===== config.mk =====
export PLATFORM = sky130hd
export DESIGN_NAME = div_sequencer
export DESIGN_NICKNAME = d
export VERILOG_FILES = /design/src/rtl/div_sequencer.sv
export SDC_FILE = /design/constraint.sdc
export NUM_CORES = 1
export LEC_CHECK = 0
export ABC_CLOCK_PERIOD_IN_PS = 3300
export CORE_AREA = 5 5 152 154
export CTS_CLUSTER_DIAMETER = 150
export DETAILED_ROUTE_END_ITERATION = 12
export DIE_AREA = 0 0 157 159
export PLACE_DENSITY = 0.8
export SYNTH_ARGS = -nofsm -noshare
export SYNTH_HDL_FRONTEND = slang
export SYNTH_SLANG_ARGS = --single-unit

===== constraint.sdc =====
create_clock -name clk_i -period 3.3 [get_ports clk_i]
set_input_delay 0.33 -clock clk_i [delete_from_list [all_inputs] [get_ports clk_i]]
set_output_delay 0.33 -clock clk_i [all_outputs]
set_load 0.02 [all_outputs]

===== src/rtl/div_sequencer.sv =====
// Iterative radix-2 restoring divider for RV32M DIV/DIVU/REM/REMU with pipeline stall handshake.
// Optional build macro DIV_EARLY_OUT_EN: zero-divisor and signed-overflow cases finish straight from PREP.
module div_sequencer #(
  parameter int unsigned WIDTH = 32
) (
  input  logic             clk_i,
  input  logic             reset_n_i,
  input  logic             start_i,
  input  logic [1:0]       op_i,
  input  logic [WIDTH-1:0] src_a_i,
  input  logic [WIDTH-1:0] src_b_i,
  input  logic             kill_i,
  output logic             stall_o,
  output logic             busy_o,
  output logic             done_o,
  output logic [WIDTH-1:0] result_o
);

  localparam int unsigned CNT_W = $clog2(WIDTH) + 1;

  localparam logic [2:0] S_IDLE = 3'd0;
  localparam logic [2:0] S_PREP = 3'd1;
  localparam logic [2:0] S_ITER = 3'd2;
  localparam logic [2:0] S_FIX  = 3'd3;
  localparam logic [2:0] S_DONE = 3'd4;

  localparam logic [WIDTH-1:0] MIN_NEG = {1'b1, {(WIDTH-1){1'b0}}};

  logic [2:0]       state_q, state_d;
  logic [1:0]       op_q, op_d;
  logic [WIDTH-1:0] a_q, a_d;
  logic [WIDTH-1:0] b_q, b_d;
  logic [WIDTH-1:0] rem_q, rem_d;
  logic [WIDTH-1:0] quo_q, quo_d;
  logic [WIDTH-1:0] dvs_q, dvs_d;
  logic [CNT_W-1:0] cnt_q, cnt_d;
  logic             neg_quo_q, neg_quo_d;
  logic             neg_rem_q, neg_rem_d;
  logic             b_zero_q, b_zero_d;
  logic [WIDTH-1:0] result_q, result_d;

  logic             is_signed;
  logic [WIDTH-1:0] a_abs;
  logic [WIDTH-1:0] b_abs;
  logic [WIDTH:0]   shifted;
  logic [WIDTH:0]   trial;

  // State and datapath registers
  always_ff @(posedge clk_i) begin
    if (!reset_n_i) begin
      state_q   <= S_IDLE;
      op_q      <= '0;
      a_q       <= '0;
      b_q       <= '0;
      rem_q     <= '0;
      quo_q     <= '0;
      dvs_q     <= '0;
      cnt_q     <= '0;
      neg_quo_q <= 1'b0;
      neg_rem_q <= 1'b0;
      b_zero_q  <= 1'b0;
      result_q  <= '0;
    end else begin
      state_q   <= state_d;
      op_q      <= op_d;
      a_q       <= a_d;
      b_q       <= b_d;
      rem_q     <= rem_d;
      quo_q     <= quo_d;
      dvs_q     <= dvs_d;
      cnt_q     <= cnt_d;
      neg_quo_q <= neg_quo_d;
      neg_rem_q <= neg_rem_d;
      b_zero_q  <= b_zero_d;
      result_q  <= result_d;
    end
  end

  // Next-state and datapath
  always_comb begin
    state_d   = state_q;
    op_d      = op_q;
    a_d       = a_q;
    b_d       = b_q;
    rem_d     = rem_q;
    quo_d     = quo_q;
    dvs_d     = dvs_q;
    cnt_d     = cnt_q;
    neg_quo_d = neg_quo_q;
    neg_rem_d = neg_rem_q;
    b_zero_d  = b_zero_q;
    result_d  = result_q;

    is_signed = ~op_q[0];
    a_abs     = (is_signed & a_q[WIDTH-1]) ? -a_q : a_q;
    b_abs     = (is_signed & b_q[WIDTH-1]) ? -b_q : b_q;
    // Trial subtract; the top bit is the borrow that rejects the step
    shifted   = {rem_q, quo_q[WIDTH-1]};
    trial     = shifted - {1'b0, dvs_q};

    case (state_q)
      S_IDLE: begin
        if (start_i && !kill_i) begin
          op_d    = op_i;
          a_d     = src_a_i;
          b_d     = src_b_i;
          state_d = S_PREP;
        end
      end
      S_PREP: begin
        quo_d     = a_abs;
        dvs_d     = b_abs;
        rem_d     = '0;
        cnt_d     = '0;
        neg_quo_d = is_signed & (a_q[WIDTH-1] ^ b_q[WIDTH-1]);
        neg_rem_d = is_signed & a_q[WIDTH-1];
        b_zero_d  = (b_q == '0);
        state_d   = S_ITER;
`ifdef DIV_EARLY_OUT_EN
        if (b_q == '0) begin
          result_d = op_q[1] ? a_q : '1;
          state_d  = S_DONE;
        end else if (is_signed && (a_q == MIN_NEG) && (b_q == '1)) begin
          result_d = op_q[1] ? '0 : MIN_NEG;
          state_d  = S_DONE;
        end
`endif
      end
      S_ITER: begin
        quo_d = {quo_q[WIDTH-2:0], ~trial[WIDTH]};
        rem_d = trial[WIDTH] ? shifted[WIDTH-1:0] : trial[WIDTH-1:0];
        cnt_d = cnt_q + CNT_W'(1);
        if (cnt_q == CNT_W'(WIDTH - 1)) begin
          state_d = S_FIX;
        end
      end
      S_FIX: begin
        // A zero divisor keeps the all-ones quotient regardless of signs
        if (op_q[1]) begin
          result_d = neg_rem_q ? -rem_q : rem_q;
        end else begin
          result_d = (neg_quo_q && !b_zero_q) ? -quo_q : quo_q;
        end
        state_d = S_DONE;
      end
      S_DONE: begin
        state_d = S_IDLE;
      end
      default: begin
        state_d = S_IDLE;
      end
    endcase

    if (kill_i) begin
      state_d  = S_IDLE;
      result_d = result_q;
    end
  end

  assign result_o = result_q;
  assign done_o   = (state_q == S_DONE);
  assign busy_o   = (state_q == S_PREP) || (state_q == S_ITER) || (state_q == S_FIX);
  assign stall_o  = reset_n_i & (busy_o | ((state_q == S_IDLE) & start_i & ~kill_i));

endmodule


==> metrics.csv <==
metric,value,unit
avgRoutedWirePerCell,16.9,microns
ant_nets,0,
dpl.cell_count,1959,
synth_cell_types,70,
crit_slowest_cell,or4_1,
required,3760,ps
synth_nets,1717,
wl,33700,microns
initialDrtViolationCount,1043,
io_pins,105,
ys_ff_latch,206,
grt_max_degree,70,
switching_share,0.275,
cts.htree.levels,1,
num_rows,54,
synthCells,1609,
die_x,157,microns
antenna_found_initial,0,
grt_usage,0.261,
synth_area,12600,sq um
layout.nets,1812,
hpwl,25100,microns
clock-sinks,206,
yosys_warnings,0,
num_vias,11708,
endpoint_kind,flop,
syn_area_per_cell,7.81,sq um
period_minus_slack,3070,ps
clock_latency,520,ps
die-height,159,microns
fmax,0.326,GHz
rsz0062_at_grt,no,
portBuffers,104,
cp_slowest_stage_delay,500,ps
grt_pass1_wl,54600,microns
final_max_slew_viol_count,0,
outcome,"complete, no violations",
critPathKind,flop to flop,
diodes,0,
place.gp.congestion,0.933,
p_clk_frac,0.400,
synth_edf_count,0,
yosysSeqAreaShare,0.328,
maxCapViolCount,0,
power_density,422,nW/um^2
synthArstFlopShare,0,
fin_crit_sh,0.930,
crit_family,simple AND/OR/NAND/NOR gates,
p_sw,0.00173,W
cp_cell_sequence,inv_1 -> ha_1 -> fa_1 -> nand2b_1 -> a21o_1 -> a211oi_1 -> nor4_1 -> nor3_2 -> o21ai_2 -> xor2_4 -> buf_4 -> or4_1 -> nand2_1,
clkTransAtPathRegs,60,ps
grt-ovfl-total,0,
vias_per_cell,5.86,
cts_tree,built,
holdCritPathClass,primary input to flop,
power_frac_seq,0.417,
cp.arrival,3530,ps
drive_gt1_frac,0.0721,
path_buf_inv,2,
syn_to_final_growth,18.3,%
internal-power,0.00455,W
cp_max_fo,12,
clock_skew,12.2,ps
cp-start-kind,flop,
dieArea,25000,sq um
setup_tns,0,ps
dr.pass1.iters,6,
synthFlopType,dfxtp_1,
grt_pass1_vias,10721,
core,21600,sq um
peakVddDrop,393,uV
start_util,0.583,
setup_violations,0,
leakage,6.28,nW
finalHoldViolations,0,
tightest_slew,903,ps
final_cells,1999,
drc,0,
cts.path.max_buffers,3,
pwr-share-comb,0.184,
numCtsBuffers,23,
relSlewSlack,0.396,
cts_setup_buffers,0,
root_buffer,clkbuf_16,
per-layer routing:
layer,up-vias,track usage,share of wire
met5,-,0,0
met4,0,0.0635,0.022
met3,52,0.0356,0.065
met2,357,0.406,0.45
met1,5465,0.385,0.46
li1,5834,-,-
state kept, by name, summed over array words and instances, names as in the netlist:
signal	cells
cnt_q	6
a_q	32
b_zero_q	1
b_q	32
rem_q	32
state_q	3
neg_rem_q	1
op_q	2
quo_q	32
result_o	32
neg_quo_q	1
dvs_q	32
metrics by stage:
| stage | total power [W] | setup slack (ps) | util | hold slack [ps] | cell area (sq um) |
|---|---|---|---|---|---|
| 3_3_place_gp | 0.00378 | 174 | 0.656 | 434 | 14100 |
| 6_report | 0.00628 | 231 | 0.690 | 301 | 14900 |
| 3_5_place_dp | 0.00380 | 119 | 0.656 | 438 | 14100 |
| 5_1_grt | 0.00654 | 38.1 | 0.690 | 329 | 14900 |
| 2_1_floorplan | 0.00346 | 329 | - | 443 | 12600 |
| 4_1_cts | 0.00630 | 94.9 | 0.690 | 289 | 14900 |
final timing paths:
path                             start  cells after the start  slack, ps                         to
max             quo_q[31]$_SDFFE_PN0P_                     13        230     rem_q[30]$_SDFFE_PN0P_
min                          reset_n_i                      2        300     dvs_q[29]$_SDFFE_PN0P_
max reg2reg     quo_q[31]$_SDFFE_PN0P_                     13        230     rem_q[30]$_SDFFE_PN0P_
min reg2reg  result_o[22]$_SDFFE_PN0P_                      2        440  result_o[22]$_SDFFE_PN0P_
power groups by stage:
stage          sequential (W)  clock (W)  combinational [W]
2_1_floorplan         0.00265          0           0.000818
3_3_place_gp          0.00266          0            0.00112
3_5_place_dp          0.00267          0            0.00114
4_1_cts               0.00261    0.00254            0.00114
5_1_grt               0.00262    0.00265            0.00127
6_report              0.00262    0.00251            0.00115
cell families after synthesis:
logic type / after synthesis / synth area share
and+or+nand+nor: 565 / 0.213
AOI/OAI and AO/OA: 480 / 0.253
DFF: 206 / 0.328
buffers and inverters: 149 / 0.0454
xor gates and xnor gates: 137 / 0.0955
adders and majority gates: 38 / 0.0384
muxes: 34 / 0.0272
Yosys cell counts, drive strengths merged (10+ instances only):
master / count / area, sq um
and3: 10 / 62.6
buf: 14 / 63.8
xnor2: 64 / 561
xor2: 73 / 639
a21o: 22 / 165
ha: 37 / 463
or3: 18 / 124
nand2: 299 / 1120
nand2b: 19 / 121
nand3: 19 / 95.1
o211a: 21 / 210
nor2: 66 / 248
nor4: 19 / 149
mux2i: 33 / 330
clkbuf: 83 / 312
and2: 33 / 206
o21ai: 124 / 621
o31ai: 21 / 158
o211ai: 23 / 173
a21oi: 86 / 430
a21boi: 91 / 683
dfxtp: 206 / 4120
a22oi: 26 / 195
nor2b: 18 / 113
nor3: 33 / 186
o41ai: 10 / 87.6
inv: 52 / 195
cell type report:
class                   instances  area (sq um)
multi-input cells            1254          7920
fillers                      1782          6680
flip-flops and latches        206          4130
repair buffers                167          1550
clock buffers                  30           622
well taps                     280           350
inverters                      52           195
clock inverters                10           113
repair_timing:
item                       4_1_cts  5_1_grt
hold endpoints to repair         0        0
hold buffers                     0        0
gates resized for setup          0        2
setup endpoints to repair        0        1
cell usage in the layout, fill, tap and decap left out, types with 22 or more instances in the layout:
cell / count
xor2_1: 72
a21o_1: 22
a21boi_0: 91
a21oi_1: 86
ha_1: 37
and2_1: 32
o21ai_0: 122
dfxtp_1: 205
clkdlybuf4s50_1: 103
xnor2_1: 64
nor2_1: 65
inv_1: 52
a22oi_1: 26
clkbuf_16: 23
mux2i_1: 33
o211ai_1: 23
nand2_1: 298
nor3_1: 30
buf_4: 61
Note: power is estimated with default switching activity, not from simulation.
